### src/rtl/cpi_dispatch_pkg.sv
// Shared types and constants for the CPI dispatcher: FSM states, fault causes,
// opcode field position and the CPU response-flag ordering {wait, ready, drop}.
package cpi_dispatch_pkg;

    localparam int CPI_OPCODE_HI = 31;
    localparam int CPI_OPCODE_LO = 24;

    typedef enum logic [1:0] {
        ST_IDLE,
        ST_BUSY,
        ST_RESP,
        ST_FAULT
    } state_e;

    typedef enum logic {
        CAUSE_ILLEGAL,
        CAUSE_TIMEOUT
    } cause_e;

    // Packed so that {cpi_wait, cpi_ready, cpi_drop} can be assigned in one go
    typedef struct packed {
        logic waitFlag;
        logic ready;
        logic drop;
    } cpi_flags_t;

    typedef struct packed {
        logic [31:0] data;
        logic        waitFlag;
        logic        drop;
    } slot_resp_t;

    function automatic int idxWidth(input int n);
        return (n > 1) ? $clog2(n) : 1;
    endfunction

    function automatic logic [7:0] satInc8(input logic [7:0] v);
        return (v == 8'hff) ? v : v + 8'd1;
    endfunction

endpackage

### src/rtl/cpi_dispatch_match.sv
// Opcode-to-slot decoder: per-slot mask/value compare followed by a
// lowest-index-wins priority encoder.
module cpi_match
    import cpi_dispatch_pkg::*;
#(
    parameter int                    NUM_CP     = 3,
    parameter logic [8*NUM_CP-1:0]   CP_OPCODES = {8'he0, 8'hfe, 8'hff},
    parameter logic [8*NUM_CP-1:0]   CP_MASKS   = {8'hf0, 8'hff, 8'hff},
    parameter int                    SW         = idxWidth(NUM_CP)
) (
    input  logic [7:0]    opcode_i,
    output logic          hit_o,
    output logic [SW-1:0] slot_o
);

    // Walking from the top slot down lets the lowest matching index overwrite
    always_comb begin
        hit_o  = 1'b0;
        slot_o = '0;
        for (int i = NUM_CP - 1; i >= 0; i--) begin
            if ((opcode_i & CP_MASKS[8*i +: 8]) == CP_OPCODES[8*i +: 8]) begin
                hit_o  = 1'b1;
                slot_o = SW'(i);
            end
        end
    end

endmodule

### src/rtl/cpi_dispatch.sv
// CPI dispatcher: routes one CPU coprocessor instruction to exactly one slot and
// returns its response, or a fault response on no match or slot timeout.
module cpi_dispatch
    import cpi_dispatch_pkg::*;
#(
    parameter int                  NUM_CP     = 3,
    parameter logic [8*NUM_CP-1:0] CP_OPCODES = {8'he0, 8'hfe, 8'hff},
    parameter logic [8*NUM_CP-1:0] CP_MASKS   = {8'hf0, 8'hff, 8'hff},
    parameter int                  TIMEOUT    = 64
) (
    input  logic                  clk,
    input  logic                  rst,

    input  logic                  cpi_valid,
    input  logic [31:0]           cpi_inst,
    input  logic [31:0]           cpi_r1,
    input  logic [31:0]           cpi_r2,
    output logic                  cpi_ready,
    output logic                  cpi_wait,
    output logic                  cpi_drop,
    output logic [31:0]           cpi_data,

    output logic [NUM_CP-1:0]     cp_valid,
    output logic [31:0]           cp_inst,
    output logic [31:0]           cp_r1,
    output logic [31:0]           cp_r2,
    input  logic [NUM_CP-1:0]     cp_ready,
    input  logic [NUM_CP-1:0]     cp_wait,
    input  logic [NUM_CP-1:0]     cp_drop,
    input  logic [32*NUM_CP-1:0]  cp_data,

    output logic                  fault_illegal,
    output logic                  fault_timeout,
    output logic [7:0]            illegal_count
);

    localparam int SW = idxWidth(NUM_CP);
    localparam int TW = idxWidth(TIMEOUT);
    localparam logic [TW-1:0] TIMER_LAST = TW'(TIMEOUT - 1);

    state_e       state_q,  state_d;
    cause_e       cause_q,  cause_d;
    logic [SW-1:0] slot_q,  slot_d;
    logic [TW-1:0] timer_q, timer_d;
    slot_resp_t   resp_q,   resp_d;
    logic [7:0]   count_q,  count_d;
    logic [31:0]  cpInst_q, cpInst_d;
    logic [31:0]  cpR1_q,   cpR1_d;
    logic [31:0]  cpR2_q,   cpR2_d;

    logic          matchHit;
    logic [SW-1:0] matchSlot;
    int            slotIdx;
    cpi_flags_t    flags;

    cpi_match #(
        .NUM_CP     (NUM_CP),
        .CP_OPCODES (CP_OPCODES),
        .CP_MASKS   (CP_MASKS),
        .SW         (SW)
    ) u_match (
        .opcode_i (cpi_inst[CPI_OPCODE_HI:CPI_OPCODE_LO]),
        .hit_o    (matchHit),
        .slot_o   (matchSlot)
    );

    assign slotIdx = int'(slot_q);

    always_comb begin
        state_d  = state_q;
        cause_d  = cause_q;
        slot_d   = slot_q;
        timer_d  = timer_q;
        resp_d   = resp_q;
        count_d  = count_q;
        cpInst_d = cpInst_q;
        cpR1_d   = cpR1_q;
        cpR2_d   = cpR2_q;

        case (state_q)
            ST_IDLE: begin
                if (cpi_valid) begin
                    cpInst_d = cpi_inst;
                    cpR1_d   = cpi_r1;
                    cpR2_d   = cpi_r2;
                    if (matchHit) begin
                        slot_d  = matchSlot;
                        timer_d = '0;
                        state_d = ST_BUSY;
                    end else begin
                        cause_d = CAUSE_ILLEGAL;
                        count_d = satInc8(count_q);
                        state_d = ST_FAULT;
                    end
                end
            end
            ST_BUSY: begin
                timer_d = timer_q + TW'(1);
                // A response on the expiry cycle still wins over the timeout
                if (cp_ready[slot_q]) begin
                    resp_d.data     = cp_data[32*slotIdx +: 32];
                    resp_d.waitFlag = cp_wait[slot_q];
                    resp_d.drop     = cp_drop[slot_q];
                    state_d         = ST_RESP;
                end else if (timer_q == TIMER_LAST) begin
                    cause_d = CAUSE_TIMEOUT;
                    count_d = satInc8(count_q);
                    state_d = ST_FAULT;
                end
            end
            ST_RESP:  state_d = ST_IDLE;
            ST_FAULT: state_d = ST_IDLE;
            default:  state_d = ST_IDLE;
        endcase
    end

    always_comb begin
        flags         = '0;
        cpi_data      = '0;
        cp_valid      = '0;
        fault_illegal = 1'b0;
        fault_timeout = 1'b0;

        case (state_q)
            ST_BUSY: begin
                cp_valid[slot_q] = 1'b1;
                flags.waitFlag   = 1'b1;
            end
            ST_RESP: begin
                flags.ready    = 1'b1;
                flags.waitFlag = resp_q.waitFlag;
                flags.drop     = resp_q.drop;
                cpi_data       = resp_q.data;
            end
            ST_FAULT: begin
                flags.ready   = 1'b1;
                fault_illegal = (cause_q == CAUSE_ILLEGAL);
                fault_timeout = (cause_q == CAUSE_TIMEOUT);
            end
            default: ;
        endcase
    end

    assign {cpi_wait, cpi_ready, cpi_drop} = flags;
    assign cp_inst       = cpInst_q;
    assign cp_r1         = cpR1_q;
    assign cp_r2         = cpR2_q;
    assign illegal_count = count_q;

    always_ff @(posedge clk) begin
        if (rst) begin
            state_q  <= ST_IDLE;
            cause_q  <= CAUSE_ILLEGAL;
            slot_q   <= '0;
            timer_q  <= '0;
            resp_q   <= '0;
            count_q  <= '0;
            cpInst_q <= '0;
            cpR1_q   <= '0;
            cpR2_q   <= '0;
        end else begin
            state_q  <= state_d;
            cause_q  <= cause_d;
            slot_q   <= slot_d;
            timer_q  <= timer_d;
            resp_q   <= resp_d;
            count_q  <= count_d;
            cpInst_q <= cpInst_d;
            cpR1_q   <= cpR1_d;
            cpR2_q   <= cpR2_d;
        end
    end

endmodule

### config.mk
export PLATFORM = sky130hd
export DESIGN_NAME = cpi_dispatch
export DESIGN_NICKNAME = d
export VERILOG_FILES = /design/src/rtl/cpi_dispatch_pkg.sv /design/src/rtl/cpi_dispatch_match.sv /design/src/rtl/cpi_dispatch.sv
export SDC_FILE = /design/constraint.sdc
export NUM_CORES = 1
export LEC_CHECK = 0
export CAP_MARGIN = 20
export CORE_AREA = 2 2 134 136
export CTS_CLUSTER_DIAMETER = 150
export DETAILED_ROUTE_END_ITERATION = 7
export DIE_AREA = 0 0 136 138
export PLACE_DENSITY = 0.77
export SYNTH_ARGS = -nofsm -noshare
export SYNTH_HDL_FRONTEND = slang
export SYNTH_HIERARCHICAL = 1
export SYNTH_SLANG_ARGS = --single-unit
### constraint.sdc
create_clock -name clk -period 4.3 [get_ports clk]
set_input_delay 0.43 -clock clk [delete_from_list [all_inputs] [get_ports clk]]
set_output_delay 0.43 -clock clk [all_outputs]
set_load 0.01 [all_outputs]
==> results_dict.tcl, run 1 <==
set metrics [dict create \
    synth_area_leaders "dfxtp_1 (46%), nand2_1 (12%), a21oi_1 (11%)" \
    area_growth_syn_to_layout_pct 63.88 \
    diodes 0 \
    numCtsBuffers 17 \
    ys_warn_count 6 \
    antenna_found_initial 0 \
    gp_congestion 0.8139 \
    cts_tree "yes" \
    synth_nets 1020 \
    die_w_um 136 \
    wl_um 20350 \
    reg2regPathDepth 8 \
    multi_input_area_um2 3163 \
    rrSetupSlack_ns 2.00 \
    critPathMaxFanout 35 \
    ys_seq_area_share_pct 46.29 \
    async_flop_share_pct 0 \
    yosysMostFrequentCell "nand2_1" \
    antenna_left 0 \
    die-area_um2 18770 \
    setup_violations 0 \
    syn_area_per_cell_um2 7.955 \
    clock_skew_ns 0.009574 \
    slowest_delay_ns 0.83 \
    cp_slowest_cell "ha_1" \
    rsz0062_at_grt "no" \
    r2r-start "state_q[1]" \
    fin_area_um2 10560 \
    portBuffers 347 \
    clockBufferDepth 2 \
    cts.clk_slew.worst_paths_ns 0.06 \
    cp-end-kind "output pin" \
    ys_ff_latch 149 \
    start_util_pct 36.75 \
    vdd_drop_max_mv 0.2834 \
    status "completed" \
    synth_edf_count 0 \
    wl_per_cell_um 14.93 \
    drive_gt1_share_pct 5.026 \
    synth_top_area_cell "dfxtp_1" \
    grt_pass1_vias 6153 \
    fp.dieH_um 138 \
    synth_cells 810 \
    leakage_nw 3.808 \
    nFillCells 1600 \
    hpwl_um 14650 \
    slew_headroom_pct 29.97 \
    synthFlopType "dfxtp_1" \
    finalPower_mw 4.684 \
    grt_max_degree 100 \
    grt-ovfl-total 0 \
    clkLatencyLatePin_ns 0.42 \
    htreeDepth 4 \
    synthTopCellsByCount "nand2_1 (202), dfxtp_1 (149), a21oi_1 (137)" \
    post_dp_cell_area_um2 9980 \
    start_kind "flop" \
    drtPass1Iterations 5 \
    crit_chain "inv_1 -> ha_1 -> a21oi_1 -> nor2b_1 -> clkdlybuf4s50_1" \
    cp_num_buf_inv 2 \
    hp-start "cp_inst[30]" \
    final.period_utilization_pct 70.32 \
    max_freq_ghz 0.3307 \
    syn_area_um2 6444 \
    drc 0 \
    yosysTopAreaCellShare_pct 46.29 \
    slew_violations 0 \
    min_path_type "flop to flop" \
    min_path_cells 2 \
    vias 6518 \
    hold_end "cp_inst[30]" \
    nets 1331 \
    postCtsSetupRepairBufs 0 \
    rows 49 \
    hold_viol_final 0 \
    postLayoutCoreUtil_pct 60.23 \
    clkSinkCount 149 \
    drt_first_iter_violations 273 \
    grtUsageTotal_pct 21.43 \
    critical_path_class "flop to output pin" \
    critPathArrivalTime_ns 2.59 \
    powerDensity_nw_per_um2 443.6 \
    cp_data_required_time_ns 3.87 \
    viasPerCell 4.782 \
    hold_buffers 0 \
    ios 348 \
    seqCellArea_um2 2984 \
    post_cts_resized 0 \
    path_delay_family "adder cells" \
    min_period_ns 3.024 \
    cap_violations 0 \
    worst_r2r_endpoint "illegal_count[5]" \
    worstMarginPinSlew_ns 1.050 \
    grt_pass1_wl_um 32070 \
    tns_ns 0 \
    core_um2 17530 \
    synthDistinctLibCells 44 \
    root_buffer "clkbuf_16" \
]
## worst reg2reg max path: stages, from the launching register on
cell and delay [ns]:
dfxtp_1 0.38, inv_1 0.08, ha_1 0.29, inv_2 0.19
o31ai_4 0.09, buf_4 0.30, nor4_4 0.44, nand3_2 0.12
mux2_4 0.30
## worst max-delay path by stage
stage | start | to | cells after the start
2_1_floorplan | state_q[0] | illegal_count[5] | 8
4_1_cts | state_q[0] | cpi_wait | 5
6_report | state_q[0] | cpi_wait | 5
3_5_place_dp | cpi_inst[27] | illegal_count[5] | 8
5_1_grt | state_q[0] | cpi_wait | 5
3_3_place_gp | cpi_inst[27] | illegal_count[5] | 8
## cell type report
cell class                 count  area share, %
timing repair buffer         354          33.37
clock inverter                14          1.339
multi-input combinational    593          29.95
clock buffer                  18          4.159
tap                          229          2.713
sequential                   149          28.26
inverter                       6         0.2133
## cells by family (layout without fill, tap and decap cells)
| group | Yosys count | after routing | synth area share (%) |
|---|---|---|---|
| AOI/OAI and AO/OA | 181 | 181 | 16.21 |
| buffers and inverters | 68 | 392 | 4.815 |
| adders and majority gates | 6 | 6 | 1.165 |
| xor gates and xnor gates | 10 | 10 | 1.359 |
| and+or+nand+nor | 359 | 359 | 24.14 |
| muxes | 37 | 37 | 6.019 |
| DFF | 149 | 149 | 46.29 |
## flip-flops by register name, indices dropped and copies added (netlist names)
signal / flops
state_q: 2
slot_q: 2
cause_q: 1
illegal_count: 8
cp_inst: 32
cp_r2: 32
cp_r1: 32
timer_q: 6
resp_q: 34
## report_power, final
| group | leakage (nW) | internal [mW] | total (mW) | switching, mW |
|---|---|---|---|---|
| combinational | 2.30 | 0.727 | 1.49 | 0.761 |
| sequential | 1.22 | 1.62 | 1.74 | 0.120 |
| clock | 0.290 | 0.832 | 1.46 | 0.627 |
| total | 3.81 | 3.18 | 4.68 | 1.51 |
## routing by layer
metal	part of all wire (%)	up-vias	track usage, %
li1	-	3323	-
met1	42	2925	26.26
met2	47	236	34.67
met3	9.0	34	7.297
met4	2.4	0	8.059
met5	0	-	0
## stage by stage
stage	cells	setup slack (ns)	hold WS [ns]
3_3_place_gp	1331	1.707	0.4405
2_1_floorplan	810	2.300	0.4560
5_1_grt	1363	1.017	0.4721
3_5_place_dp	1331	1.684	0.4459
6_report	1363	1.276	0.4515
4_1_cts	1363	1.240	0.4548
## layout by cell type (no fill, tap or decap), types with 2 or more instances in the layout
master and n:
clkinv_2 2, clkinv_4 3, clkbuf_16 17, buf_4 8, and3_1 2, and4_1 2, ha_1 6, xnor2_1 6
nor2b_1 3, inv_8 2, a21oi_1 137, nor3b_1 2, inv_6 6, nand3_1 9, inv_1 5, a211oi_1 34
nand2_1 201, a31o_2 2, nor4_1 2, nor3_1 5, nor2_1 84, xor2_1 4, dfxtp_1 148, mux2i_1 35
clkdlybuf4s50_1 346, nand3_2 2, nand4_1 2, and2_1 35
(Power assumes the default switching activity.)
==> inputs of run 2 (changes only) <==
CORE_AREA = 2 2 136 138   (was 2 2 134 136)
DIE_AREA = 0 0 138 140   (was 0 0 136 138)
PLACE_DENSITY = 0.75   (was 0.77)
clock period = 3.15 ns   (was 4.3 ns; I/O delays follow)
==> run 2 against run 1 <==
Net effect: register-to-register slack worse by 1.2 ns; wire length up 3.1%; non-clock buffer count up 4; critical path depth up 1; sequential share of layout area down 0.27 points; die area increased by 2.9%; sequential cell count unchanged; highest routed layer unchanged; combinational power is 40% higher; via count up 0.66%; first-iteration DRC count grew 5.5%; critical path type unchanged; largest cell class unchanged.
==> results_dict.tcl, run 2 (synthesis gave the netlist of run 1 again) <==
set metrics [dict create \
    cts_tree "yes" \
    leakage_nw 3.850 \
    drtPass1Iterations 4 \
    slew_headroom_pct 53.11 \
    grt_pass1_wl_um 33590 \
    post_cts_resized 0 \
    postCtsSetupRepairBufs 0 \
    max_freq_ghz 0.3999 \
    drc 0 \
    cp-end-kind "output pin" \
    antenna_left 0 \
    hold_viol_final 0 \
    largest_reg_flops 34 \
    area_growth_syn_to_layout_pct 65.46 \
    wl_per_cell_um 15.35 \
    nets 1335 \
    die_w_um 138 \
    root_buffer "clkbuf_16" \
    clkSinkCount 149 \
    numCtsBuffers 17 \
    grt-ovfl-total 0 \
    cp_data_required_time_ns 2.83 \
    cap_violations 0 \
    clockBufferDepth 2 \
    clock_skew_ns 0.01087 \
    vdd_drop_max_mv 0.5215 \
    final.period_utilization_pct 79.39 \
    rsz0062_at_grt "no" \
    ios 348 \
    die-area_um2 19320 \
    top_register "resp_q" \
    grt_max_degree 73 \
    min_period_ns 2.501 \
    layout_commonest_cell "clkdlybuf4s50_1" \
    worstMarginPinSlew_ns 0.7034 \
    setup_violations 0 \
    antenna_found_initial 0 \
    critical_path_class "flop to output pin" \
    core_um2 17780 \
    cts.clk_slew.worst_paths_ns 0.06 \
    critPathMaxFanout 31 \
    hpwl_um 15100 \
    min_path_type "input pin to flop" \
    wl_um 20980 \
    hold_buffers 0 \
    fp.dieH_um 140 \
    hold_slack_ns 0.3368 \
    slew_violations 0 \
    gp_congestion 0.8138 \
    drive_gt1_share_pct 5.360 \
    portBuffers 347 \
    tns_ns 0 \
    vias 6561 \
    clkLatencyLatePin_ns 0.42 \
    diodes 0 \
    grt_pass1_vias 6296 \
    layout_common_cells "clkdlybuf4s50_1 (346), nand2_1 (201), dfxtp_1 (148)" \
    start_util_pct 36.24 \
    htreeDepth 4 \
    grtUsageTotal_pct 21.40 \
    drt_first_iter_violations 288 \
    critPathArrivalTime_ns 2.19 \
    viasPerCell 4.800 \
    start_kind "flop" \
    status "completed" \
    powerDensity_nw_per_um2 620.4 \
    rows 49 \
]
==> run 2: changes by cell type in the layout (fill, tap and decap cells not counted), moves of 2 or more <==
| cell | delta |
|---|---|
| buf_12 | +2 |
| buf_4 | +2 |
| clkinv_2 | -2 |
| bufinv_16 | +2 |
==> run 2: metrics by stage <==
step / power [mW] / utilization [%] / worst slack, ns / cells / instance area, µm²
after floorplan: 3.477 / - / 1.150 / 810 / 6444
after global placement: 4.464 / 56.44 / 0.6907 / 1335 / 10030
after detailed placement: 4.501 / 56.44 / 0.6613 / 1335 / 10030
after CTS: 6.684 / 59.96 / 0.5811 / 1367 / 10660
after global routing: 7.007 / 59.96 / 0.4518 / 1367 / 10660
final: 6.614 / 59.96 / 0.6493 / 1367 / 10660
==> run 2: layout make-up <==
cell class / count / area (µm²)
Clock buffer: 18 / 439.2
Clock inverter: 14 / 187.7
Fill cell: 1585 / 7118
Inverter: 6 / 22.52
Multi-Input combinational cell: 593 / 3163
Sequential cell: 149 / 2984
Tap cell: 229 / 286.5
Timing Repair Buffer: 358 / 3578
==> run 2: metal layers <==
metal,up-vias,GRT usage (%),part of all wire (%)
li1,3334,-,-
met1,2983,26.21,43
met3,32,7.521,6.9
met4,0,7.250,2.4
met2,212,35.17,47
met5,-,0,0
==> run 2: path summary, 6_finish.rpt <==
| kind | start | to | slack, ns | cells after the start |
|---|---|---|---|---|
| setup / recovery | state_q[0] | cpi_wait | 0.65 | 6 |
| hold / removal | rst | illegal_count[3] | 0.34 | 2 |
| setup reg to reg | state_q[1] | resp_q[27] | 0.78 | 7 |
| hold reg to reg | cp_r2[1] | cp_r2[1] | 0.45 | 2 |
==> run 2: critical path, cell delays in order, from the launching register on <==
cell and delay, ns:
dfxtp_1 0.34, inv_1 0.09, ha_1 0.23, buf_4 0.30
a21oi_1 0.11, nor2b_1 0.14, clkdlybuf4s50_1 0.57
==> run 2: report_power, final <==
part / switching, mW / total (mW) / internal (mW)
Combinational: 1.06 / 2.08 / 1.02
Clock: 0.873 / 2.17 / 1.30
Sequential: 0.161 / 2.37 / 2.21
==> RTL edit 1, RTL diff (flow settings as in run 1) <==
Set the parameter `TIMEOUT` to 32 (it was 64).
--- a/src/rtl/cpi_dispatch.sv
+++ b/src/rtl/cpi_dispatch.sv
@@ -7,5 +7,5 @@
     parameter logic [8*NUM_CP-1:0] CP_OPCODES = {8'he0, 8'hfe, 8'hff},
     parameter logic [8*NUM_CP-1:0] CP_MASKS   = {8'hf0, 8'hff, 8'hff},
-    parameter int                  TIMEOUT    = 64
+    parameter int                  TIMEOUT    = 32
 ) (
     input  logic                  clk,
Function: same outputs for any inputs over 4 cycles, from zero or initial values and one cycle with rst high; that may be too few to reach the edited logic, so the function may still have changed.
==> RTL edit 1 against run 1 <==
First-iteration DRC count is 9.2% lower; sequential cell count shrank 1; area after synthesis is 0.19% lower; fmax is 0.71% higher; register-to-register slack got worse by 660 ps; routed wire length is 1.6% higher; cell count rose by 0.37%; core utilization decreased by 0.10 points; global-route usage grew 0.54 points; worst setup slack improved by 21 ps; total power decreased by 1.5%; die area is the same; cell area fell by 0.17%; largest power group unchanged; highest routed layer unchanged.
==> RTL edit 1: results (changes against run 1) <==
metric;value;unit;change
status;completed;;
synth_nets;1027;;+0.69%
max_stage_delay;800;ps;-30 ps
ys_top_cells_by_area;dfxtp_1 46%, nand2_1 12%, a21oi_1 11%;;
synthXorXnorAreaFrac;0.409;%;-0.95 points
cts.sinks;148;;-0.67%
buf_share;33.6;%;+0.20 points
gr-usage-met2;37.6;%;+2.9 points
grt_max_degree;73;;-27%
place_area;9990;sq um;+0.14%
r2r_setup_slack;1340;ps;-660 ps
yosysUniqueCellTypes;42;;-4.5%
final_nets;1337;;+0.45%
seq_area;2960;sq um;-0.67%
synth_commonest_cells;200 x nand2_1, 148 x dfxtp_1, 140 x a21oi_1;;
wl_met1;8830;um;+3.8%
multi_input_area_share;30.2;%;+0.23 points
dp_hpwl;15100;um;+2.8%
reg2reg_to;resp_q[32];;
irDropWorstVdd;0.352;mV;+24%
grt_use_total;22.0;%;+0.54 points
grt_first_pass_wirelength;32900;um;+2.7%
maxSlewHeadroom;33.1;%;+3.1 points
cp.arrival;2570;ps;-20 ps
reg2reg_depth;7;;-1
drive_gt1_share;5.18;%;+0.15 points
p_leak;3.84;nW;+0.75%
p_clk_share;29.9;%;-1.2 points
met2WireLength;10100;um;+6.4%
worstHoldStart;cp_r2[26];;
dr.pass1.iters;4;;-1
clock_area_share;5.21;%;-0.29 points
drt_iter0_markers;248;;-9.2%
finalClockSkew;10.7;ps;+1.13 ps
nMultiInputCombCells;597;;+0.67%
clock_net_power;0.00138;W;-5%
use_met1;26.4;%;+0.16 points
synth_compound_area_share;16.5;%;+0.28 points
grt.met3_usage;5.57;%;-1.7 points
yosysSeqAreaShare;46.1;%;-0.22 points
grt_pass1_vias;6391;;+3.9%
hold_end;cp_r2[26];;
wl_per_cell;15.1;um;+1.2%
fill_cells;1580;;-1.3%
gp_congestion;0.790;;-3.0%
timing.rr.start;slot_q[1];;
nNonClkBuffers;356;;+0.56%
multi_input_area;3180;sq um;+0.59%
p_int;0.00310;W;-2.5%
-- RTL edit 1: cell types whose count changed after synthesis, sizes merged, moves of 3 or more --
cell and change:
nor2b +7, mux2 +6, buf +5, nor3 -5, xor2 -4, a21o +3
a21oi +3, nor2 -3, xnor2 -3
-- RTL edit 1: worst max-delay path by stage --
stage                     cells past startpoint        from          endpoint  slack [ps]
after floorplan                               8  state_q[1]  illegal_count[5]        2310
after global placement                        7   slot_q[1]        resp_q[27]        1470
after detailed placement                      7   slot_q[1]        resp_q[32]        1330
after CTS                                     5  state_q[0]          cpi_wait        1200
after global routing                          7   slot_q[1]        resp_q[32]        1000
final                                         5  state_q[0]          cpi_wait        1300
-- RTL edit 1: worst max-delay path, delay by kind of cell, from the launching register on --
family / cells / cell delay, ps
adder cells (fa/ha/maj): 1 / 800
buffers and inverters: 2 / 670
flip-flops: 1 / 330
AND/OR/NAND/NOR: 1 / 200
AO/OA/AOI/OAI: 1 / 170
==> RTL edit 2, RTL diff (config.mk and constraints of run 1) <==
Made on the original files. The 4 states of `state_e` get a one-hot encoding in 4 bits.
--- a/src/rtl/cpi_dispatch_pkg.sv
+++ b/src/rtl/cpi_dispatch_pkg.sv
@@ -6,9 +6,9 @@
     localparam int CPI_OPCODE_LO = 24;
 
-    typedef enum logic [1:0] {
-        ST_IDLE,
-        ST_BUSY,
-        ST_RESP,
-        ST_FAULT
+    typedef enum logic [3:0] {
+        ST_IDLE  = 4'b0001,
+        ST_BUSY  = 4'b0010,
+        ST_RESP  = 4'b0100,
+        ST_FAULT = 4'b1000
     } state_e;
 
Check against the original RTL: same outputs for any inputs over 4 cycles, from zero or initial values and one cycle with rst high; so few cycles prove little.
==> RTL edit 2 against run 1 <==
First-iteration DRC count up 4.0%; area after synthesis is 0.37% lower; worst setup slack improved by 230 ps; cell area up 0.64%; clock skew rose by 1.1 ps; via count up 1.8%; sequential cell count is 2 higher; sequential share of layout area up 0.20 points; synthesized cell count is 0.86% higher; routed wire length rose by 2.7%.
Power is not compared: it rests on default switching activity, and its combinational part moved more than twofold at a synthesized area within 25%.
==> RTL edit 2: results (changes against run 1) <==
metric;value;unit;change
avgViaCountPerCell;4.86;;+1.5%
wl_per_cell;15.3;um;+2.4%
final_nets;1332;;+0.075%
grt_pass1_vias;6505;;+5.7%
endpoint;cp_valid[2];;
reg2reg_to;resp_q[10];;
yosysUniqueCellTypes;41;;-6.8%
grt.met3_usage;9.02;%;+1.7 points
synth_compound_area_share;17.1;%;+0.88 points
crit_start;state_q[0];;
crit_fanout;10;;-71%
r2r_setup_slack;1740;ps;-260 ps
grt_use_total;21.9;%;+0.45 points
dr.pass1.iters;4;;-1
synthMuxAreaShare;5.61;%;-0.41 points
synthXorXnorAreaFrac;0.819;%;-0.54 points
dp_hpwl;15000;um;+2.0%
wl_met1;7990;um;-6.1%
reg2reg_depth;6;;-2
drt_iter0_markers;284;;+4.0%
dr_wl_met3;2380;um;+30%
status;completed;;
ys_top_cells_by_area;dfxtp_1 47%, nand2_1 12%, a21oi_1 11%;;
yosysSeqAreaShare;47.1;%;+0.80 points
drive_gt1_share;4.66;%;-0.37 points
use_met1;23.8;%;-2.5 points
maxSlewHeadroom;36.9;%;+7.0 points
cp.arrival;2370;ps;-220 ps
finalClockSkew;10.7;ps;+1.08 ps
gr-usage-met2;37.2;%;+2.5 points
## RTL edit 2: cell count changes in the layout (fill, tap and decap cells not counted), moves of 5 or more
cell | run 1 | this run
a211oi_1 | 34 | 40
or3_1 | 0 | 5
xnor2_1 | 6 | 1
a21oi_1 | 137 | 142
nor2_1 | 84 | 75
## RTL edit 2: power by group through the flow
stage	clock [W]	combinational, W	sequential (W)
6_report	0.00149	0.000605	0.00151
5_1_grt	0.00158	0.000659	0.00152
4_1_cts	0.00153	0.000609	0.00151
3_5_place_dp	0	0.000605	0.00154
3_3_place_gp	0	0.000600	0.00153
2_1_floorplan	0	0.000201	0.00157
## RTL edit 2: worst min path at each step
stage | start | to | slack (ps) | cells after the start
final | cp_inst[5] | cp_inst[5] | 450 | 2
after global routing | cp_inst[28] | cp_inst[28] | 470 | 2
after CTS | cp_r1[27] | cp_r1[27] | 450 | 2
after detailed placement | cp_inst[27] | cp_inst[27] | 450 | 2
after global placement | cp_inst[17] | cp_inst[17] | 440 | 2
after floorplan | timer_q[0] | timer_q[0] | 460 | 1
## RTL edit 2: cell type report
cell class | instances | area share (%)
flip-flops and latches | 151 | 28.5
clock inverters | 10 | 1.13
clock buffers | 21 | 4.43
multi-input cells | 596 | 29.6
repair buffers | 358 | 33.7
inverters | 2 | 0.0706
well taps | 229 | 2.70
## RTL edit 2: metrics by stage
step           cell area (sq um)  setup slack, ps  util [%]  instances
4_1_cts                    10600             1510      60.5       1366
2_1_floorplan               6420             2290         -        817
3_5_place_dp               10000             1520      57.1       1335
3_3_place_gp               10000             1610      57.1       1335
6_report                   10600             1500      60.6       1367
5_1_grt                    10600             1370      60.6       1367
## RTL edit 2: worst max-delay path, stage by stage (launching register included)
cell             delay (ps)
dfxtp_1                 430
nand2b_1                210
or3_1                   470
nor3b_1                 250
clkdlybuf4s50_1         590
